--- src/rtl/rr_mux_pkg.sv ---
// Shared constants for the round-robin registered mux and its grant logic.
// Mode encodings and parameter bounds only; no logic lives here.
package rr_mux_pkg;

  localparam logic MODE_RR    = 1'b0;
  localparam logic MODE_FIXED = 1'b1;

  localparam int MAX_N     = 16;
  localparam int MAX_WIDTH = 64;

endpackage

--- src/rtl/rr_mux_reg_if.sv ---
// N-channel valid/ready funnel bus: producer side (in_*, prio_mode) and consumer side (out_*).
// The slave modport is the mux; the master modport is whatever drives and drains it.
interface rr_mux_reg_if #(
  parameter int N     = 4,
  parameter int WIDTH = 32
);

  localparam int SELW = $clog2(N);

  logic [N*WIDTH-1:0] in_data;
  logic [N-1:0]       in_valid;
  logic [N-1:0]       in_ready;
  logic               prio_mode;
  logic [WIDTH-1:0]   out_data;
  logic [SELW-1:0]    out_sel;
  logic               out_valid;
  logic               out_ready;

  modport slave (
    input  in_data, in_valid, prio_mode, out_ready,
    output in_ready, out_data, out_sel, out_valid
  );

  modport master (
    output in_data, in_valid, prio_mode, out_ready,
    input  in_ready, out_data, out_sel, out_valid
  );

endinterface

--- src/rtl/rr_grant.sv ---
// Combinational rotate-scan arbiter: first requester at or after ptr (round-robin) or from 0 (fixed).
// Zero latency; produces no grant when nothing requests.
module rr_grant
  import rr_mux_pkg::*;
#(
  parameter int N    = 4,
  parameter int SELW = $clog2(N)
) (
  input  logic [N-1:0]    req,
  input  logic [SELW-1:0] ptr,
  input  logic            mode,
  output logic [N-1:0]    gnt,
  output logic [SELW-1:0] idx,
  output logic            any
);

  int base;
  int c;

  always_comb begin
    gnt  = '0;
    idx  = '0;
    any  = 1'b0;
    c    = 0;
    base = (mode == MODE_FIXED) ? 0 : int'(ptr);
    // Explicit modulo wrap keeps the scan correct for non-power-of-two N.
    for (int k = 0; k < N; k++) begin
      c = base + k;
      if (c >= N) c = c - N;
      if (!any && req[c]) begin
        any    = 1'b1;
        gnt[c] = 1'b1;
        idx    = SELW'(c);
      end
    end
  end

endmodule

--- src/rtl/rr_mux_reg.sv ---
// Registered N:1 funnel with round-robin/fixed arbitration; 1-cycle latency, full throughput.
// Backpressure: out_ready low with a held beat freezes out_* and drops every in_ready.
module rr_mux_reg
  import rr_mux_pkg::*;
#(
  parameter int WIDTH = 32,
  parameter int N     = 4
) (
  input  logic       clk,
  input  logic       reset,
  rr_mux_reg_if.slave bus
);

  localparam int SELW = $clog2(N);

  logic [WIDTH-1:0] words [N];
  logic [N-1:0]     gnt;
  logic [SELW-1:0]  gnt_idx;
  logic             gnt_any;
  logic             load;

  logic [WIDTH-1:0] out_data_d, out_data_q;
  logic [SELW-1:0]  out_sel_d, out_sel_q;
  logic             out_valid_d, out_valid_q;
  logic [SELW-1:0]  ptr_d, ptr_q;

  for (genvar i = 0; i < N; i++) begin : g_words
    assign words[i] = bus.in_data[i*WIDTH +: WIDTH];
  end

  rr_grant #(.N(N), .SELW(SELW)) u_grant (
    .req  (bus.in_valid),
    .ptr  (ptr_q),
    .mode (bus.prio_mode),
    .gnt  (gnt),
    .idx  (gnt_idx),
    .any  (gnt_any)
  );

  assign load = !out_valid_q || bus.out_ready;

  // Reset gating keeps producers from seeing a transfer that the flops will discard.
  assign bus.in_ready = (load && !reset) ? gnt : '0;

  always_comb begin
    out_data_d  = out_data_q;
    out_sel_d   = out_sel_q;
    out_valid_d = out_valid_q;
    ptr_d       = ptr_q;
    if (load) begin
      out_valid_d = gnt_any;
      if (gnt_any) begin
        out_data_d = words[gnt_idx];
        out_sel_d  = gnt_idx;
        if (bus.prio_mode == MODE_RR) begin
          ptr_d = (gnt_idx == SELW'(N - 1)) ? '0 : gnt_idx + 1'b1;
        end
      end
    end
  end

  always_ff @(posedge clk or posedge reset) begin
    if (reset) begin
      out_data_q  <= '0;
      out_sel_q   <= '0;
      out_valid_q <= 1'b0;
      ptr_q       <= '0;
    end else begin
      out_data_q  <= out_data_d;
      out_sel_q   <= out_sel_d;
      out_valid_q <= out_valid_d;
      ptr_q       <= ptr_d;
    end
  end

  assign bus.out_data  = out_data_q;
  assign bus.out_sel   = out_sel_q;
  assign bus.out_valid = out_valid_q;

endmodule

--- src/flat_wrapper.sv ---
// flat-port wrapper written by rule: the top's interface ports become plain ports
module rr_mux_reg_flat import rr_mux_pkg::*;
#(
  parameter int WIDTH = 32,
  parameter int N     = 4
)
  (clk, reset, bus_in_data, bus_in_valid, bus_prio_mode, bus_out_ready, bus_in_ready, bus_out_data, bus_out_sel, bus_out_valid);
  rr_mux_reg_if #(.N(N), .WIDTH(WIDTH)) bus_i ();
  input  logic clk;
  input  logic reset;
  input wire logic [$bits(bus_i.in_data)-1:0] bus_in_data;
  input wire logic [$bits(bus_i.in_valid)-1:0] bus_in_valid;
  input wire logic [$bits(bus_i.prio_mode)-1:0] bus_prio_mode;
  input wire logic [$bits(bus_i.out_ready)-1:0] bus_out_ready;
  output wire logic [$bits(bus_i.in_ready)-1:0] bus_in_ready;
  output wire logic [$bits(bus_i.out_data)-1:0] bus_out_data;
  output wire logic [$bits(bus_i.out_sel)-1:0] bus_out_sel;
  output wire logic [$bits(bus_i.out_valid)-1:0] bus_out_valid;
  assign bus_i.in_data = bus_in_data;
  assign bus_i.in_valid = bus_in_valid;
  assign bus_i.prio_mode = bus_prio_mode;
  assign bus_i.out_ready = bus_out_ready;
  assign bus_in_ready = bus_i.in_ready;
  assign bus_out_data = bus_i.out_data;
  assign bus_out_sel = bus_i.out_sel;
  assign bus_out_valid = bus_i.out_valid;
  rr_mux_reg #(.WIDTH(WIDTH), .N(N)) u_core (.clk(clk), .reset(reset), .bus(bus_i));
endmodule
--- config.mk ---
export PLATFORM = sky130hd
export DESIGN_NAME = rr_mux_reg_flat
export DESIGN_NICKNAME = d
export VERILOG_FILES = /design/src/rtl/rr_mux_pkg.sv /design/src/rtl/rr_mux_reg_if.sv /design/src/rtl/rr_grant.sv /design/src/rtl/rr_mux_reg.sv /design/src/flat_wrapper.sv
export SDC_FILE = /design/constraint.sdc
export NUM_CORES = 1
export LEC_CHECK = 0
export CORE_ASPECT_RATIO = 0.6
export CORE_MARGIN = 2
export CORE_UTILIZATION = 40
export DETAILED_ROUTE_END_ITERATION = 7
export PLACE_DENSITY = 0.87
export SYNTH_ARGS = -nofsm -noshare
export SYNTH_HDL_FRONTEND = slang
export SYNTH_HIERARCHICAL = 1
export SYNTH_SLANG_ARGS = --single-unit
--- constraint.sdc ---
create_clock -name clk -period 5.1 [get_ports clk]
set_input_delay 0.51 -clock clk [delete_from_list [all_inputs] [get_ports clk]]
set_output_delay 0.51 -clock clk [all_outputs]
set_load 0.01 [all_outputs]
# Yosys cells after proc, flatten, opt, wreduce, memory -nomap -nowiden
# Index checks and enable logic that the tools add are counted.
[totals]
word_cells = 89
ff_bits = 37
out_inout_bits = 39
[op_classes]
eq_ne = 1
bitwise = 5
order_cmp = 13
n_addsub = 8
n_reduce_logical = 16
muxes = 42
[ops]
columns = ["op", "count"]
rows = [
  ["2-to-1 mux 32 bit", 6],
  [">= comparator 32 x 1 -> 1 bit (second input constant)", 4],
  ["< comparator 32 x 4 -> 1 bit (second input constant)", 4],
  ["binary-select mux 32 bit (select 2 bit)", 1],
  ["2-to-1 mux 4 bit", 5],
  ["2-to-1 mux 1 bit", 16],
  [">= comparator 3 bit (second input constant)", 4],
  ["2-to-1 mux 2 bit", 6],
  ["bitwise OR 4 bit", 3],
  ["subtractor 3 x 3 -> 4 bit (second input constant)", 3],
  ["binary-select mux 1 bit (select 2 bit)", 4],
  ["demux 1 bit (select 2 bit)", 4],
  ["logical AND 1 bit", 8],
  ["adder 2 x 2 -> 3 bit (second input constant)", 2],
  ["logical NOT 1 bit", 5],
  ["subtractor 2 x 3 -> 4 bit (second input constant)", 1],
  ["adder 2 x 1 -> 3 bit (second input constant)", 1],
  [">= comparator 2 x 3 -> 1 bit (second input constant)", 1],
  ["inverter 2 -> 3 bit", 1],
  ["AND reduction 3 bit", 1],
  ["adder 2 x 1 -> 2 bit (second input constant)", 1],
  ["equality test 2 bit (second input constant)", 1],
  ["AND reduction 2 bit", 1],
  ["logical OR 1 bit", 1],
  ["inverter 1 bit", 1],
]

# Depth between registers and ports, before layout
[depth]
ltp_word = 20
ltp_mapped = 11
ltp_nobuf = 8

# By module
# Netlist, hierarchy kept.
[by_module_without_submodules]
columns = ["mod", "instances", "area_per_inst_um2", "cells_each", "seq_area_each_um2"]
rows = [
  ["rr_mux_reg", 1, 2217.1, 129, 925.9],
  ["rr_grant", 1, 511.7, 69, 0.0],
]

# Worst setup path after synthesis
# Ideal clock, no wire load.
[synth_path]
kind = "input-to-reg"
start = "input port bus_in_valid[3]"
end = "register u_core.out_data_q[10], in the netlist u_core/bus.out_data[10]"
n_path_buf = 3
path_stages = 9
path_slack_ns = 2.176
arrival_time_ns = 2.799
cell_sequence = "buf_2 > mux2_4 > a221oi_4 > mux2i_1 > or3b_1 > buf_6 > buf_8 > mux4_2 > mux2_2"
[synth_via]
elab_chain_cells = 17
word_cells_on_any_way = 31
cone_classes = "mux (23); bitwise (1); reduce/logical (7)"
[synth_rtl]
columns = ["item", "line_no", "text"]
rows = [
  ["from (decl)", "flat_wrapper.sv:12", "input wire logic [$bits(bus_i.in_valid)-1:0] bus_in_valid;"],
  ["binary-select mux 1 bit (select 2 bit)", "rr_grant.sv:30", "if (!any && req[c]) begin"],
  ["2-to-1 mux 1 bit (implied by the code) (2 in a row)", "rr_grant.sv:30", ""],
  ["2-to-1 mux 1 bit", "rr_grant.sv:30", ""],
  ["logical NOT 1 bit", "rr_grant.sv:30", ""],
  ["logical AND 1 bit", "rr_grant.sv:30", ""],
  ["2-to-1 mux 1 bit", "rr_grant.sv:30", ""],
  ["logical NOT 1 bit", "rr_grant.sv:30", ""],
  ["logical AND 1 bit", "rr_grant.sv:30", ""],
  ["2-to-1 mux 1 bit", "rr_grant.sv:30", ""],
  ["logical NOT 1 bit", "rr_grant.sv:30", ""],
  ["logical AND 1 bit", "rr_grant.sv:30", ""],
  ["2-to-1 mux 2 bit (*)", "rr_grant.sv:30", ""],
  ["net u_core.gnt_idx[0]", "rr_mux_reg.sv:18", "logic [SELW-1:0] gnt_idx;"],
  ["inverter 2 -> 3 bit (implied by the code) (*)", "rr_mux_reg.sv:53", "out_data_d = words[gnt_idx];"],
  ["binary-select mux 32 bit (select 2 bit) (*)", "rr_mux_reg.sv:53", ""],
  ["2-to-1 mux 32 bit (implied by the code) (*) (2 in a row)", "rr_mux_reg.sv:53", ""],
  ["to (signal assigned)", "rr_mux_reg.sv:69", "out_data_q <= out_data_d;"],
  ["to (decl)", "rr_mux_reg.sv:22", "logic [WIDTH-1:0] out_data_d, out_data_q;"],
]
# Mark *: on every way through the listed nets, which the timed path passes. The rest lies on a longest branch. The select of a mux whose other input is x is not followed.
# A chain may end at the register's enable or synchronous reset.

# Worst setup path after layout
[layout_path]
start = "input port bus_prio_mode"
end = "output port bus_in_ready[3]"
[layout_via]
elab_chain_cells = 17
word_cells_on_any_way = 65
cone_classes = "add/sub (7); order compare (12); mux (33); bitwise (3); reduce/logical (10)"
[layout_rtl]
columns = ["item", "line_no", "text"]
rows = [
  ["from (decl)", "flat_wrapper.sv:13", "input wire logic [$bits(bus_i.prio_mode)-1:0] bus_prio_mode;"],
  ["2-to-1 mux 2 bit (*)", "rr_grant.sv:25", "base = (mode == MODE_FIXED) ? 0 : int'(ptr);"],
  ["parallel branches: the longest is 14 deep, another holds >= comparator 32 x 1 -> 1 bit", "n/a", ""],
  ["2-to-1 mux 4 bit (*)", "rr_grant.sv:30", ""],
  ["net u_core.gnt[3]", "rr_mux_reg.sv:17", "logic [N-1:0] gnt;"],
  ["2-to-1 mux 4 bit (*)", "rr_mux_reg.sv:43", "assign bus.in_ready = (load && !reset) ? gnt : '0;"],
  ["to (decl)", "flat_wrapper.sv:15", "output wire logic [$bits(bus_i.in_ready)-1:0] bus_in_ready;"],
]
# Mark *: on every way through the listed nets, which the timed path passes. The select of a mux whose other input is x is not followed.

==> summary.txt <==
Pwr
  • Pwr/cell area: 480 nW/um^2
  • LEAKAGE: 1.75 nW
  • Peak VDD IR: 280 uV
  • Power Total: 2.24 mW

Setup path
  • Worst reg2reg path depth: 8
  • Critical path endpoint category: primary output
  • Crit. Startpoint: bus_prio_mode
  • Register-to-Register Setup Slack: 1.52 ns
  • Type of the worst setup path: in -> out
  • Setup crit end: bus_in_ready[3]
  • Worst EP required: 4.59 ns
  • Launch point of the worst reg-to-reg path: u_core/ptr_q[0]$_DFFE_PP0P_
  • Critical Path AT: 3.41 ns
  • Type of origin of the critical path: primary input
  • End of the worst register-to-register path: u_core/bus.out_data[26]$_DFFE_PP0P_
  • Worst Path Max Fanout: 13

Floorplan
  • Number of core rows: 23
  • I/O pin total: 175
  • Die area: 7520 um^2
  • Initial Utilization: 41.1%
  • Core area: 6650 um^2
  • Die Span Y: 68.0 um
  • Die width: 111 um

STA
  • Final setup viols: 0
  • Crit path time final: 3.92 ns
  • Slew margin rel.: 38.4%
  • Setup TNS: 0 ns
  • Final hold violations: 0
  • Layout Skew: 0.00544 ns
  • RSZ-0062 raised after global routing: no
  • Worst slew pin tran: 0.924 ns
  • Fmax: 255 MHz
  • WHS: 0.507 ns
  • Crit share post-route: 76.9%
  • Pins Over Slew Limit: 0

Clock tree
  • Sink Count: 37
  • Setup Buffers After CTS: 0
  • CTS H-Tree Depth: 2
  • Hold_buf cts: 0
  • CTS tree: yes
  • Maximum buffer depth of the clock tree: 2
  • CTS buffer count: 5
  • CTS root buf: clkbuf_16
  • Clock insertion delay at the later pin of the skew report: 0.28 ns
  • Reg clk slew, reported paths: 0.06 ns
  • Post-CTS Resized: 0

Placed design
  • Routability-driven placement congestion ratio: 0.910
  • Buffers added on ports: 174
  • HPWL after detailed placement: 6570 um

Detailed routing
  • DRT antenna net count: 0
  • Via/cell ratio: 5.37
  • Final WL: 8420 um
  • Initial DRC Count: 284
  • DR vias: 2429
  • DR DRC count: 0
  • First-pass iteration count of the detailed router: 4
  • WL per Instance: 18.6 um

Layout
  • Fill cell count: 486
  • Diode count: 0
  • Multi-input combinational cell area: 1660 um^2
  • Register area: 926 um^2
  • Layout Nets: 501
  • Share of layout cells above drive strength 1: 25.2%
  • Final core occ: 70.1%
  • Area grow syn2layout: 70.7%

Global routing
  • Global route total overflow: 0
  • First-pass GRT wire length: 12900 um
  • Largest net degree at the start of global routing: 35
  • Number of global-route vias before repair: 2449
  • Initial antenna violation count: 0
  • Total track usage: 22.1%

Synthesis
  • Synth top area cells: dfrtp_1 (34%), mux4_2 (26%), mux2_2 (15%)
  • Mapped Cells: 198
  • Cell taking the most area after synthesis: dfrtp_1
  • Post-synth EDFFs: 0
  • #FFs+latches synth: 37
  • Sequential element share of the synthesized area: 33.9%
  • Syn nets: 335
  • Netlist cell types: 47
  • Yosys top cell area share: 33.9%
  • Synth Warn #: 6
  • Ys async rst share: 100%
  • Mean post-synth cell area: 13.8 um^2
  • Most used DFF post-synth: dfrtp_1
  • Post-Syn Area: 2730 um^2

Flow run
  • Max cap viols: 0

Worst hold path
  • Tightest Hold Check Type: reg -> reg

Outcome
  • Outcome: finished, final reports clean
-- worst min path at each step --
stage,cells after the start,to,from,slack [ns]
detailed placement,1,u_core/bus.out_data[25]$_DFFE_PP0P_,u_core/bus.out_data[25]$_DFFE_PP0P_,0.50
global placement,1,u_core/bus.out_sel[1]$_DFFE_PP0P_,u_core/bus.out_sel[1]$_DFFE_PP0P_,0.49
CTS,1,u_core/bus.out_data[25]$_DFFE_PP0P_,u_core/bus.out_data[25]$_DFFE_PP0P_,0.51
finish,1,u_core/bus.out_data[11]$_DFFE_PP0P_,u_core/bus.out_data[11]$_DFFE_PP0P_,0.51
global route,1,u_core/bus.out_data[24]$_DFFE_PP0P_,u_core/bus.out_data[24]$_DFFE_PP0P_,0.52
floorplan,1,u_core/ptr_q[1]$_DFFE_PP0P_,u_core/ptr_q[1]$_DFFE_PP0P_,0.48
-- worst max-delay path, cell delays in order --
cell,delay (ns)
clkdlybuf4s50_1,0.63
o21bai_2,0.37
a221oi_4,0.50
o21ai_2,0.14
or2_0,0.23
a222oi_1,0.31
and2_1,0.17
clkdlybuf4s50_1,0.54
-- cells by family (layout without fill, tap and decap cells) --
kind of cell             count (synthesis)  count (layout)  share of synthesized area (%)
AO/OA/AOI/OAI                           26              26                           8.35
XOR/XNOR                                 2               2                          0.642
adder cells (fa/ha/maj)                  1               1                          0.458
buffers and inverters                   22             189                           5.59
flip-flops                              37              37                           33.9
multiplexers                            72              72                           42.9
AND/OR/NAND/NOR                         38              38                           8.12
-- cell type report --
cell class                      instances  area share (%)
Timing Repair Buffer                  178            38.0
Multi-Input combinational cell        139            35.7
Sequential cell                        37            19.9
Clock buffer                            6            2.98
Tap cell                               87            2.34
Clock inverter                          2           0.806
Inverter                                3           0.242
-- through the flow --
stage / cell area (um^2) / instances / setup WS, ns
4_1_cts: 4660 / 452 / 1.20
2_1_floorplan: 2730 / 198 / 2.18
3_3_place_gp: 4480 / 444 / 1.03
3_5_place_dp: 4480 / 444 / 0.923
5_1_grt: 4660 / 452 / 0.973
6_report: 4660 / 452 / 1.18
-- layer usage --
layer | vias up | wire (um) | track usage (%)
met3 | 8 | 827 | 7.17
li1 | 1109 | - | -
met5 | - | 0 | 0
met2 | 138 | 4000 | 37.4
met4 | 0 | 99 | 4.22
met1 | 1174 | 3490 | 28.7
-- synth_stat cells, drive strengths merged, types with 2 or more instances --
cell	number
a21oi	4
a221oi	2
and2	6
and3b	2
buf	15
clkbuf	4
dfrtp	37
inv	3
mux2	37
mux2i	3
mux4	32
nand2	6
nand2b	4
nor2	7
nor2b	2
nor3	2
nor3b	2
o211ai	2
o21ai	7
or2	2
-- registers in the layout (all words and copies together) (netlist names) --
register	cells
u_core/bus.out_data	32
u_core/bus.out_sel	2
u_core/bus.out_valid	1
u_core/ptr_q	2
-- power breakdown --
| part | total (mW) | internal, mW | switching (mW) |
|---|---|---|---|
| clock | 0.368 | 0.244 | 0.124 |
| sequential | 0.551 | 0.442 | 0.109 |
| combinational | 1.32 | 0.804 | 0.512 |
-- cells in the final DEF (no fill, tap or decap), types with 4 or more instances in the layout --
cell	count
o21ai_0	5
and2_1	6
mux2_2	36
nor2_1	7
dfrtp_1	37
buf_4	4
clkdlybuf4s50_1	174
mux4_2	32
nand2_1	6
clkbuf_16	5
Note: power is estimated with default switching activity, not from simulation.
==> patch: new RTL, config.mk and constraints unchanged <==
`WIDTH` is set to 32 in 3 places; all go to 64.
--- a/src/rtl/rr_mux_reg_if.sv
+++ b/src/rtl/rr_mux_reg_if.sv
@@ -2,7 +2,7 @@
 // The slave modport is the mux; the master modport is whatever drives and drains it.
 interface rr_mux_reg_if #(
   parameter int N     = 4,
-  parameter int WIDTH = 32
+  parameter int WIDTH = 64
 );
 
   localparam int SELW = $clog2(N);
--- a/src/rtl/rr_mux_reg.sv
+++ b/src/rtl/rr_mux_reg.sv
@@ -3,7 +3,7 @@
 module rr_mux_reg
   import rr_mux_pkg::*;
 #(
-  parameter int WIDTH = 32,
+  parameter int WIDTH = 64,
   parameter int N     = 4
 ) (
   input  logic       clk,
--- a/src/flat_wrapper.sv
+++ b/src/flat_wrapper.sv
@@ -1,7 +1,7 @@
 // flat-port wrapper written by rule: the top's interface ports become plain ports
 module rr_mux_reg_flat import rr_mux_pkg::*;
 #(
-  parameter int WIDTH = 32,
+  parameter int WIDTH = 64,
   parameter int N     = 4
 )
   (clk, reset, bus_in_data, bus_in_valid, bus_prio_mode, bus_out_ready, bus_in_ready, bus_out_data, bus_out_sel, bus_out_valid);
Ports: changed (resized bus_in_data and bus_out_data); port bits go from 175 to 335. The function was not compared with the original's and may differ.
==> patch against the original RTL <==
Combinational power grew 83%; first-iteration DRC count decreased by 42%; sequential cell count grew 32; count of clock-buffer cells in the layout is 7 higher; area after synthesis rose by 70%; clock power up 62%; final area grew 80%; routed wire length up 100%; power rose by 79%; global-route usage is 4.3 points higher; setup slack lost 0.14 ns; largest cell class unchanged.
==> patch: results (changes against the original RTL) <==
Drt
  – Routed met3 length: 1400 um (+69%)
  – WL met2: 9110 um (+130%)
  – Routed wire length: 17,200 um (+100%)
  – Initial DRC Count: 164 (-42%)

Global routing
  – Gr usage total: 26.4% (+4.3 points)
  – Initial antenna violation count: 1 (+1)
  – Largest net degree at the start of global routing: 67 (+91%)
  – GR Util met3: 6.38% (-0.80 points)
  – Met2 GRT Util: 47.2% (+9.8 points)
  – Met1 Resource Use GR: 32.0% (+3.3 points)

Worst setup path
  – CP Data Arrival Time: 3.55 ns (+0.14 ns)
  – R2r endpoint: u_core/bus.out_data[30]$_DFFE_PP0P_
  – Critical Path End: bus_in_ready[0]

Logic synthesis
  – #FFs+latches synth: 69 (+86%)
  – Top cells by count, synth: dfrtp_1, mux2_2, mux4_2, buf_2
  – Sequential area share after synthesis: 37.1% (+3.2 points)

Layout
  – Max reg flops: 64 (+100%)
  – Multi-input gate share of total cell area: 32.9% (-2.8 points)
  – Register area: 1730 sq um (+86%)
  – Fill cells: 731 (+50%)
  – Clock buf count: 13 (+7)
  – Final #Nets: 889 (+77%)
  – Clk cell area share: 3.45% (-0.33 points)

Hold path
  – Min-Delay Startpoint: u_core/bus.out_data[17]$_DFFE_PP0P_

Run status
  – Status: finished, final reports clean

Power
  – Leakage: 3.13 nW (+79%)
  – Int Power: 0.00267 W (+79%)

Place
  – I/O Buffers: 334 (+92%)
  – Gpl congestion: 0.868 (-4.6%)

Clocking
  – Total CTS buffers: 9 (+4)
  – H-tree lvl count: 3 (+1)

Timing
  – Max Clock Skew: 0.00494 ns (-0.000498 ns)
  – Max Clock Freq: 246 MHz (-3.4%)
  – Slew at the pin with the worst max-slew slack: 0.955 ns (+0.0318 ns)

Floorplanning
  – FP Rows: 30 (+30%)
patch: stage by stage:
stage / utilization (%) / total power [W] / hold slack, ns
2_1_floorplan: - / 0.00243 / 0.475
3_3_place_gp: 71.5 / 0.00335 / 0.488
3_5_place_dp: 71.5 / 0.00343 / 0.492
4_1_cts: 74.0 / 0.00405 / 0.504
5_1_grt: 74.0 / 0.00422 / 0.512
6_report: 74.0 / 0.00401 / 0.502
patch: worst max-delay path, delay by kind of cell:
kind / cells / cell delay (ns)
AND/OR/NAND/NOR: 2 / 0.60
AO/OA/AOI/OAI: 4 / 1.27
buffers and inverters: 2 / 1.17
patch: kinds of logic (layout without fill, tap and decap cells):
kind of cell / count (synthesis) / in the layout / synth area share, %
AO/OA/AOI/OAI: 26 / 26 / 4.90
XOR/XNOR: 2 / 2 / 0.377
adder cells (fa/ha/maj): 1 / 1 / 0.269
buffers and inverters: 31 / 357 / 4.14
flip-flops: 69 / 69 / 37.1
multiplexers: 136 / 136 / 48.4
AND/OR/NAND/NOR: 38 / 38 / 4.76
